===== src/rtl/rf_write_arbiter.sv =====
// Round-robin arbiter sharing the register file write port among NUM_REQ requesters.
// One write per transaction: capture, one-cycle wr_en, wait for ack (or timeout), report.
module rf_write_arbiter #(
  parameter int unsigned DATA_WIDTH  = 32,
  parameter int unsigned ADDR_WIDTH  = 5,
  parameter int unsigned NUM_REQ     = 4,
  parameter int unsigned ACK_TIMEOUT = 8
) (
  input  logic                             clk,
  input  logic                             rst_n,
  input  logic [NUM_REQ-1:0]               req_valid,
  input  logic [NUM_REQ*ADDR_WIDTH-1:0]    req_addr,
  input  logic [NUM_REQ*DATA_WIDTH-1:0]    req_data,
  output logic [NUM_REQ-1:0]               req_ready,
  output logic [NUM_REQ-1:0]               req_done,
  output logic [NUM_REQ-1:0]               req_err,
  output logic                             rf_wr_en,
  output logic [ADDR_WIDTH-1:0]            rf_wr_addr,
  output logic [DATA_WIDTH-1:0]            rf_wr_data,
  input  logic                             rf_wr_ack,
  output logic                             busy,
  output logic [$clog2(NUM_REQ)-1:0]       grant_id
);

  localparam int unsigned ID_W  = $clog2(NUM_REQ);
  localparam int unsigned CNT_W = $clog2(ACK_TIMEOUT);

  typedef enum logic [1:0] {
    S_IDLE     = 2'd0,
    S_ISSUE    = 2'd1,
    S_WAIT_ACK = 2'd2,
    S_DONE     = 2'd3
  } state_e;

  state_e                  state_q, state_d;
  logic [ID_W-1:0]         ptr_q, ptr_d;
  logic [ID_W-1:0]         grant_q, grant_d;
  logic [CNT_W-1:0]        cnt_q, cnt_d;
  logic [ADDR_WIDTH-1:0]   addr_q, addr_d;
  logic [DATA_WIDTH-1:0]   data_q, data_d;
  logic                    wr_en_q, wr_en_d;
  logic                    busy_q, busy_d;
  logic [NUM_REQ-1:0]      done_q, done_d;
  logic [NUM_REQ-1:0]      err_q, err_d;

  logic                    pick_valid;
  logic [ID_W-1:0]         pick_id;
  logic [NUM_REQ-1:0]      pick_oh;

  // First valid requester at or after the pointer, wrapping around.
  always_comb begin
    logic [ID_W-1:0] idx;
    idx        = '0;
    pick_valid = 1'b0;
    pick_id    = '0;
    for (int unsigned k = 0; k < NUM_REQ; k++) begin
      idx = ID_W'((32'(ptr_q) + k) % NUM_REQ);
      if (!pick_valid && req_valid[idx]) begin
        pick_valid = 1'b1;
        pick_id    = idx;
      end
    end
  end

  assign pick_oh   = NUM_REQ'(1) << pick_id;
  assign req_ready = (rst_n && (state_q == S_IDLE) && pick_valid) ? pick_oh : '0;

  always_comb begin
    state_d = state_q;
    ptr_d   = ptr_q;
    grant_d = grant_q;
    cnt_d   = cnt_q;
    addr_d  = addr_q;
    data_d  = data_q;
    wr_en_d = 1'b0;
    done_d  = '0;
    err_d   = '0;

    unique case (state_q)
      S_IDLE: begin
        if (pick_valid) begin
          addr_d  = req_addr[32'(pick_id) * ADDR_WIDTH +: ADDR_WIDTH];
          data_d  = req_data[32'(pick_id) * DATA_WIDTH +: DATA_WIDTH];
          grant_d = pick_id;
          ptr_d   = (32'(pick_id) == NUM_REQ - 1) ? '0 : pick_id + ID_W'(1);
          wr_en_d = 1'b1;
          state_d = S_ISSUE;
        end
      end
      S_ISSUE: begin
        cnt_d   = '0;
        state_d = S_WAIT_ACK;
      end
      S_WAIT_ACK: begin
        // Ack has priority over a timeout landing on the same edge.
        if (rf_wr_ack) begin
          done_d[grant_q] = 1'b1;
          state_d         = S_DONE;
        end else if (cnt_q == CNT_W'(ACK_TIMEOUT - 1)) begin
          err_d[grant_q] = 1'b1;
          state_d        = S_DONE;
        end else begin
          cnt_d = cnt_q + CNT_W'(1);
        end
      end
      S_DONE: begin
        state_d = S_IDLE;
      end
      default: begin
        state_d = S_IDLE;
      end
    endcase

    busy_d = (state_d != S_IDLE);
  end

  always_ff @(posedge clk or negedge rst_n) begin
    if (!rst_n) begin
      state_q <= S_IDLE;
      ptr_q   <= '0;
      grant_q <= '0;
      cnt_q   <= '0;
      addr_q  <= '0;
      data_q  <= '0;
      wr_en_q <= 1'b0;
      busy_q  <= 1'b0;
      done_q  <= '0;
      err_q   <= '0;
    end else begin
      state_q <= state_d;
      ptr_q   <= ptr_d;
      grant_q <= grant_d;
      cnt_q   <= cnt_d;
      addr_q  <= addr_d;
      data_q  <= data_d;
      wr_en_q <= wr_en_d;
      busy_q  <= busy_d;
      done_q  <= done_d;
      err_q   <= err_d;
    end
  end

  assign rf_wr_en   = wr_en_q;
  assign rf_wr_addr = addr_q;
  assign rf_wr_data = data_q;
  assign busy       = busy_q;
  assign grant_id   = grant_q;
  assign req_done   = done_q;
  assign req_err    = err_q;

endmodule


===== config.mk =====
export PLATFORM = sky130hd
export DESIGN_NAME = rf_write_arbiter
export DESIGN_NICKNAME = d
export VERILOG_FILES = /design/src/rtl/rf_write_arbiter.sv
export SDC_FILE = /design/constraint.sdc
export NUM_CORES = 1
export LEC_CHECK = 0
export ABC_CLOCK_PERIOD_IN_PS = 2400
export CAP_MARGIN = 0
export CORE_MARGIN = 3
export CORE_UTILIZATION = 38
export CTS_CLUSTER_SIZE = 8
export DETAILED_ROUTE_END_ITERATION = 10
export PLACE_DENSITY = 0.79
export REMOVE_ABC_BUFFERS = 1
export SYNTH_ARGS = -nofsm -noshare
export SYNTH_HDL_FRONTEND = slang
export SYNTH_SLANG_ARGS = --single-unit

===== constraint.sdc =====
create_clock -name clk -period 2.4 [get_ports clk]
set_input_delay 0.48 -clock clk [delete_from_list [all_inputs] [get_ports clk]]
set_output_delay 0.48 -clock clk [all_outputs]
set_load 0.05 [all_outputs]

==> metrics.md, run 1 <==
| Metric | Value |
|---|---|
| Status | `finished, final reports clean` |
| R2R Setup Slk | `0.52 ns` |
| Power Total | `6.91 mW` |
| # setup viols final | `0` |
| Crit path kind | `in2out` |
| Avg Cell Area, Syn | `9.67 um^2` |
| Global-route wire length before repair | `18.4 mm` |
| EDFF count, synth | `0` |
| Htree depth | `2` |
| Net Sw Frac | `0.494` |
| YS warnings | `0` |
| Initial DRC count | `139` |
| Cell Int Power | `3.50 mW` |
| Count leader, synth | `dfrtp_1` |
| ANT nets after route | `0` |
| Clk sink count | `56` |
| Tmin final | `2.36 ns` |
| Via count of the first global-routing pass | `3751` |
| Top post-synthesis cells by area | `dfrtp_1 42%, mux2i_1 11%, a221oi_1 7.6%` |
| CP Capture Type | `output pin` |
| Clock skew | `0.00768 ns` |
| Core ar. | `8380 um^2` |
| Place WS | `-0.150 ns` |
| Combinational Power Share | `0.660` |
| Seq/Total Area, Yosys | `0.418` |
| Ys flop type | `dfrtp_1` |
| Highest ir drop seen on vdd | `0.607 mV` |
| # diodes | `0` |
| Die H | `100 um` |
| Power Dens Cells | `1210 nW/um^2` |
| WP data required | `1.92 ns` |
| Tot GR Track Use | `0.231` |
| Hold path startpoint | `cnt_q[2]` |
| Area share of the largest cell type after synthesis | `0.418` |
| Share of flip-flops with an asynchronous set or reset | `1.00` |
| Number of synthesized register bits | `56` |
| Final Max Tran Viols | `0` |
| Hold Path Depth | `1` |
| Synth cell count leaders | `56 x dfrtp_1, 49 x nor2_1, 42 x o21ai_0` |
| Fin nets | `714` |
| Slowest-stage cell, CP | `clkdlybuf4s50_1` |
| FMAX | `424 MHz` |
| Root buf cell | `clkbuf_8` |
| Die footprint | `9990 um^2` |
| Pre-antenna DRT Iters | `4` |
| Worst R2R End | `rf_wr_data[12]` |
| Post-Route WL | `12.0 mm` |
| Avg WL per Cell | `18.2 um` |
| Final Core Density | `0.683` |
| Max Cap Viol | `0` |
| Clock share of power | `0.099` |
| Worst slew pin tran | `0.584 ns` |
| IO Count | `208` |
| Largest stage delay, worst path | `0.46 ns` |
| DR DRC count | `0` |
| RePlAce Congestion | `0.875` |
| Crit path cell chain | `clkdlybuf4s50_1 > buf_4 > o21ai_1 > and3_1 > and3_1 > buf_4` |
| Detail-routed via count per cell | `5.49` |
| Largest net degree at the start of global routing | `45` |
| Hpwl dp | `9.12 mm` |
| Yosys top cell by area | `dfrtp_1` |
| Crit path max fanout | `6` |
| Fill cells | `643` |
| Reg2reg start | `ptr_q[0]` |
| Row count | `33` |
| Remaining global-route overflow | `0` |
| Worst Hold End | `cnt_q[2]` |
| Switching power | `3.41 mW` |
| Post-synth cell types | `34` |
| Clock-pin slew on the worst setup and hold paths | `0.10 ns` |
| Final hold vios | `0` |
| Setup TNS after final layout | `0 ns` |
| Slew headroom | `0.611` |
| Syn Inst Count | `347` |
| Worst setup SP type | `input port` |
| CTS tree | `yes` |
| Flop pwr share | `0.241` |
| RSZ-0062 raised after global routing | `no` |
| Final period util | `0.983` |
| Critical path data arrival time | `1.88 ns` |
| Leakage | `2.39 nW` |
| CTS max path bufs | `2` |
| Min setup slack post-route | `0.0417 ns` |
| Area delta synth->final | `70.7%` |
| Worst R2R Path Depth | `7` |
| Worst min path class | `reg2reg` |
| Netlist Area Pre-Place | `3360 um^2` |
| Insertion delay to the later sink of the worst-skew pair | `0.31 ns` |
| Fraction of layout cells with a size suffix above 1 | `0.0939` |
| Initial antenna violation count | `0` |
| Initial core utilization | `0.400` |
| Via count | `3620` |
| IO buf count | `207` |
| CTS buffer count | `5` |
| Die W | `100 um` |
==> power by group through the flow <==
stage	combinational, mW	clock, mW	sequential [mW]
floorplan	1.77	0	2.76
global placement	4.47	0	1.65
detailed placement	4.57	0	1.67
CTS	4.59	0.697	1.66
global route	4.87	0.730	1.72
finish	4.56	0.683	1.66
==> logic make-up (layout without fill, tap and decap cells) <==
| group | Yosys count | after routing | share of synthesized area |
|---|---|---|---|
| mux | 38 | 38 | 0.113 |
| buf+inv | 35 | 242 | 0.0585 |
| flops | 56 | 56 | 0.418 |
| fa+ha+maj | 6 | 6 | 0.0224 |
| xor+xnor | 1 | 1 | 0.00261 |
| compound gates | 130 | 130 | 0.279 |
| simple gates | 81 | 81 | 0.107 |
==> cells in the final DEF (no fill, tap or decap), types with 6 or more instances in the layout <==
cell type	Yosys	final
clkdlybuf4s50_1	0	199
mux2i_1	38	38
a221oi_1	29	29
o21ai_0	42	42
a221oi_2	8	8
ha_1	6	6
buf_4	6	22
nand2_1	9	9
nor2_1	49	49
o22ai_1	38	38
clkbuf_8	0	7
dfrtp_1	56	56
==> final cells by class <==
type	count	area [um^2]	area share
clock buffers	7	96.3	0.0168
clock inverters	1	30.0	0.00524
inverters	4	15.0	0.00262
multi-input cells	256	1790	0.312
flip-flops and latches	56	1400	0.245
well taps	105	131	0.0229
repair buffers	230	2270	0.396
==> metrics by stage <==
step / hold slack [ns] / area [um^2] / std cells
floorplan: 0.184 / 3170 / 316
global placement: 0.335 / 5560 / 650
detailed placement: 0.337 / 5560 / 650
CTS: 0.512 / 5710 / 659
global route: 0.533 / 5730 / 659
finish: 0.511 / 5730 / 659
==> repair_timing <==
item | 4_1_cts | 5_1_grt
setup endpoints to repair | 4 | 4
hold endpoints to repair | 4 | 0
hold buffers | 1 | 0
resized for setup | 4 | 4
buffers inserted | 0 | 0
pin swaps | 1 | 1
==> critical path: cells and delay by family <==
family | cells | cell delay [ns]
buffers and inverters | 3 | 0.85
AO/OA/AOI/OAI | 1 | 0.18
AND/OR/NAND/NOR | 2 | 0.36
==> sequential cells by signal, summed over array words and instances, names as in the netlist, 2 cells and up <==
register	cells
state_q	2
req_done	4
grant_id	2
rf_wr_addr	5
cnt_q	3
rf_wr_data	32
ptr_q	2
req_err	4
==> worst max-delay path by stage <==
stage	startpoint	to	slack, ns	cells after the start
after floorplan	req_valid[2]	req_ready[2]	-1.02	4
after global placement	req_valid[2]	rf_wr_data[0]	-0.04	9
after detailed placement	req_valid[2]	rf_wr_data[12]	-0.15	9
after CTS	req_valid[3]	req_ready[2]	0.01	6
after global routing	req_valid[1]	req_ready[3]	0.005	6
final	req_valid[1]	req_ready[3]	0.04	6
==> routing by layer <==
metal / up-vias / GRT usage / wire length (um)
met3: 18 / 0.0653 / 879
met4: 0 / 0.0736 / 266
met5: - / 0 / 0
met2: 151 / 0.421 / 6330
met1: 1718 / 0.261 / 4500
li1: 1733 / - / -
Power figures use the tool's default switching activity.
==> inputs of run 2 (changes only) <==
--- a/config.mk
+++ b/config.mk
@@ -5,7 +5,6 @@
 export SDC_FILE = /design/constraint.sdc
 export NUM_CORES = 1
 export LEC_CHECK = 0
-export ABC_CLOCK_PERIOD_IN_PS = 2400
 export CAP_MARGIN = 0
 export CORE_MARGIN = 3
 export CORE_UTILIZATION = 38
==> results of run 2 <==
No change in the layout: final DEF, timing and power equal those of run 1.
==> inputs of run 3 (changes only) <==
--- a/config.mk
+++ b/config.mk
@@ -10,7 +10,7 @@
 export CORE_UTILIZATION = 38
 export CTS_CLUSTER_SIZE = 8
 export DETAILED_ROUTE_END_ITERATION = 10
-export PLACE_DENSITY = 0.79
+export PLACE_DENSITY = 0.93
 export REMOVE_ABC_BUFFERS = 1
 export SYNTH_ARGS = -nofsm -noshare
 export SYNTH_HDL_FRONTEND = slang
==> metrics.md, run 3 (same netlist as run 1, synthesis figures left out) <==
| Metric | Value |
|---|---|
| ANT nets after route | `0` |
| Max reg flops | `32` |
| Power Dens Cells | `1200 nW/um^2` |
| Initial core utilization | `0.400` |
| DR DRC count | `0` |
| Worst R2R Path Depth | `6` |
| Place WS | `-0.121 ns` |
| Via count of the first global-routing pass | `3827` |
| WP data required | `1.92 ns` |
| IO Count | `208` |
| IO buf count | `207` |
| Reg2reg start | `ptr_q[1]` |
| Crit path max fanout | `7` |
| Core ar. | `8380 um^2` |
| Area delta synth->final | `71.3%` |
| Most frequent cells in the layout | `198 x clkdlybuf4s50_1, 56 x dfrtp_1, 49 x nor2_1` |
| Slew headroom | `0.632` |
| Crit path kind | `in2out` |
| Tot GR Track Use | `0.237` |
| Row count | `33` |
| Initial antenna violation count | `0` |
| Clock-pin slew on the worst setup and hold paths | `0.10 ns` |
| CP Capture Type | `output pin` |
| Htree depth | `2` |
| Max Used Layer | `met4` |
| Worst setup SP type | `input port` |
| Cts hold-fix bufs | `0` |
| Die W | `100 um` |
| Root buf cell | `clkbuf_8` |
| Clk sink count | `56` |
| Fin nets | `715` |
| Post-Route M1 WL | `4.56 mm` |
| Fin cells | `660` |
| Initial DRC count | `162` |
| Via count | `3662` |
| Remaining global-route overflow | `0` |
| Tmin final | `2.32 ns` |
| Largest net degree at the start of global routing | `43` |
| Commonest non-fill, non-tap cell in the layout | `clkdlybuf4s50_1` |
| Critical path data arrival time | `1.84 ns` |
| RSZ-0062 raised after global routing | `no` |
| Fraction of layout cells with a size suffix above 1 | `0.0973` |
| Highest ir drop seen on vdd | `0.609 mV` |
| Power Total | `6.91 mW` |
| Status | `finished, final reports clean` |
| Leakage | `2.41 nW` |
| Final period util | `0.966` |
| # setup viols final | `0` |
| Met2 wire length | `6.61 mm` |
| Clock skew | `0.00521 ns` |
| CTS tree | `yes` |
| Fill cells | `650` |
| Final hold vios | `0` |
| Final Max Tran Viols | `0` |
| Insertion delay to the later sink of the worst-skew pair | `0.30 ns` |
| Die footprint | `9990 um^2` |
| Global-route wire length before repair | `18.7 mm` |
| Hpwl dp | `9.48 mm` |
| Worst R2R End | `rf_wr_data[10]` |
| # diodes | `0` |
| Worst min path class | `in2async` |
| R2R Setup Slk | `0.50 ns` |
| CTS buffer count | `5` |
| FMAX | `431 MHz` |
| CTS max path bufs | `2` |
| Min setup slack post-route | `0.0819 ns` |
| Die H | `100 um` |
| Detail-routed via count per cell | `5.55` |
| Number of cells after detailed placement | `650` |
| Max Cap Viol | `0` |
| Post-Route WL | `12.1 mm` |
| Final Core Density | `0.686` |
| Avg WL per Cell | `18.4 um` |
| Pre-antenna DRT Iters | `4` |
| Worst slew pin tran | `0.551 ns` |
| RePlAce Congestion | `0.803` |
| Metal3 WL | `721 um` |
[run 3: changes by cell type in the layout (fill, tap and decap cells not counted), sizes merged]
| cell | delta |
|---|---|
| dlygate4sd3 | -1 |
| dlymetal6s2s | +1 |
| clkbuf | -1 |
| clkdlybuf4s50 | -1 |
| buf | +2 |
| clkinv | +1 |
[run 3: timing repair]
item | in CTS | in global routing
resized for setup | 4 | 6
endpoints found under the hold margin | 0 | 0
buffers inserted | 2 | 0
pin swaps | 2 | 1
setup endpoints to repair | 4 | 4
[run 3: worst max-delay path by stage]
stage,startpoint,end,depth (start not counted)
CTS,req_valid[2],req_ready[0],7
detailed placement,req_valid[0],req_ready[2],6
global placement,req_valid[0],req_ready[1],6
global route,req_valid[0],req_ready[2],6
finish,req_valid[0],req_ready[2],6
floorplan,req_valid[2],req_ready[2],4
[run 3: worst max-delay path, cell delays in order]
cell	delay [ns]
dlygate4sd2_1	0.40
nor2b_2	0.26
nor2_1	0.06
o211a_1	0.24
and3_1	0.20
buf_4	0.20
[run 3: power by group]
part	leakage [nW]	internal (mW)	switching, mW
Sequential	0.643	1.35	0.319
Clock	0.0614	0.342	0.314
Combinational	1.71	1.81	2.78
[run 3: layout make-up]
type | count | area [um^2] | area share
timing repair buffer | 231 | 2290 | 0.398
multi-input combinational | 256 | 1790 | 0.311
sequential | 56 | 1400 | 0.244
tap | 105 | 131 | 0.0229
clock buffer | 6 | 82.6 | 0.0144
clock inverter | 2 | 38.8 | 0.00675
inverter | 4 | 15.0 | 0.00261
[run 3: layer usage]
layer / global-route usage / up-vias
li1: - / 1738
met1: 0.267 / 1760
met2: 0.437 / 143
met3: 0.0521 / 21
met4: 0.0870 / 0
met5: 0 / -
[run 3: stage by stage]
stage                     instance area [um^2]  TNS (ns)  hold WS (ns)
final                                     5750         0        0.0987
after CTS                                 5720         0        0.0972
after global routing                      5750         0         0.114
after detailed placement                  5580     -2.52         0.439
after global placement                    5580    -0.269         0.438
after floorplan                           3170    -23.89         0.184
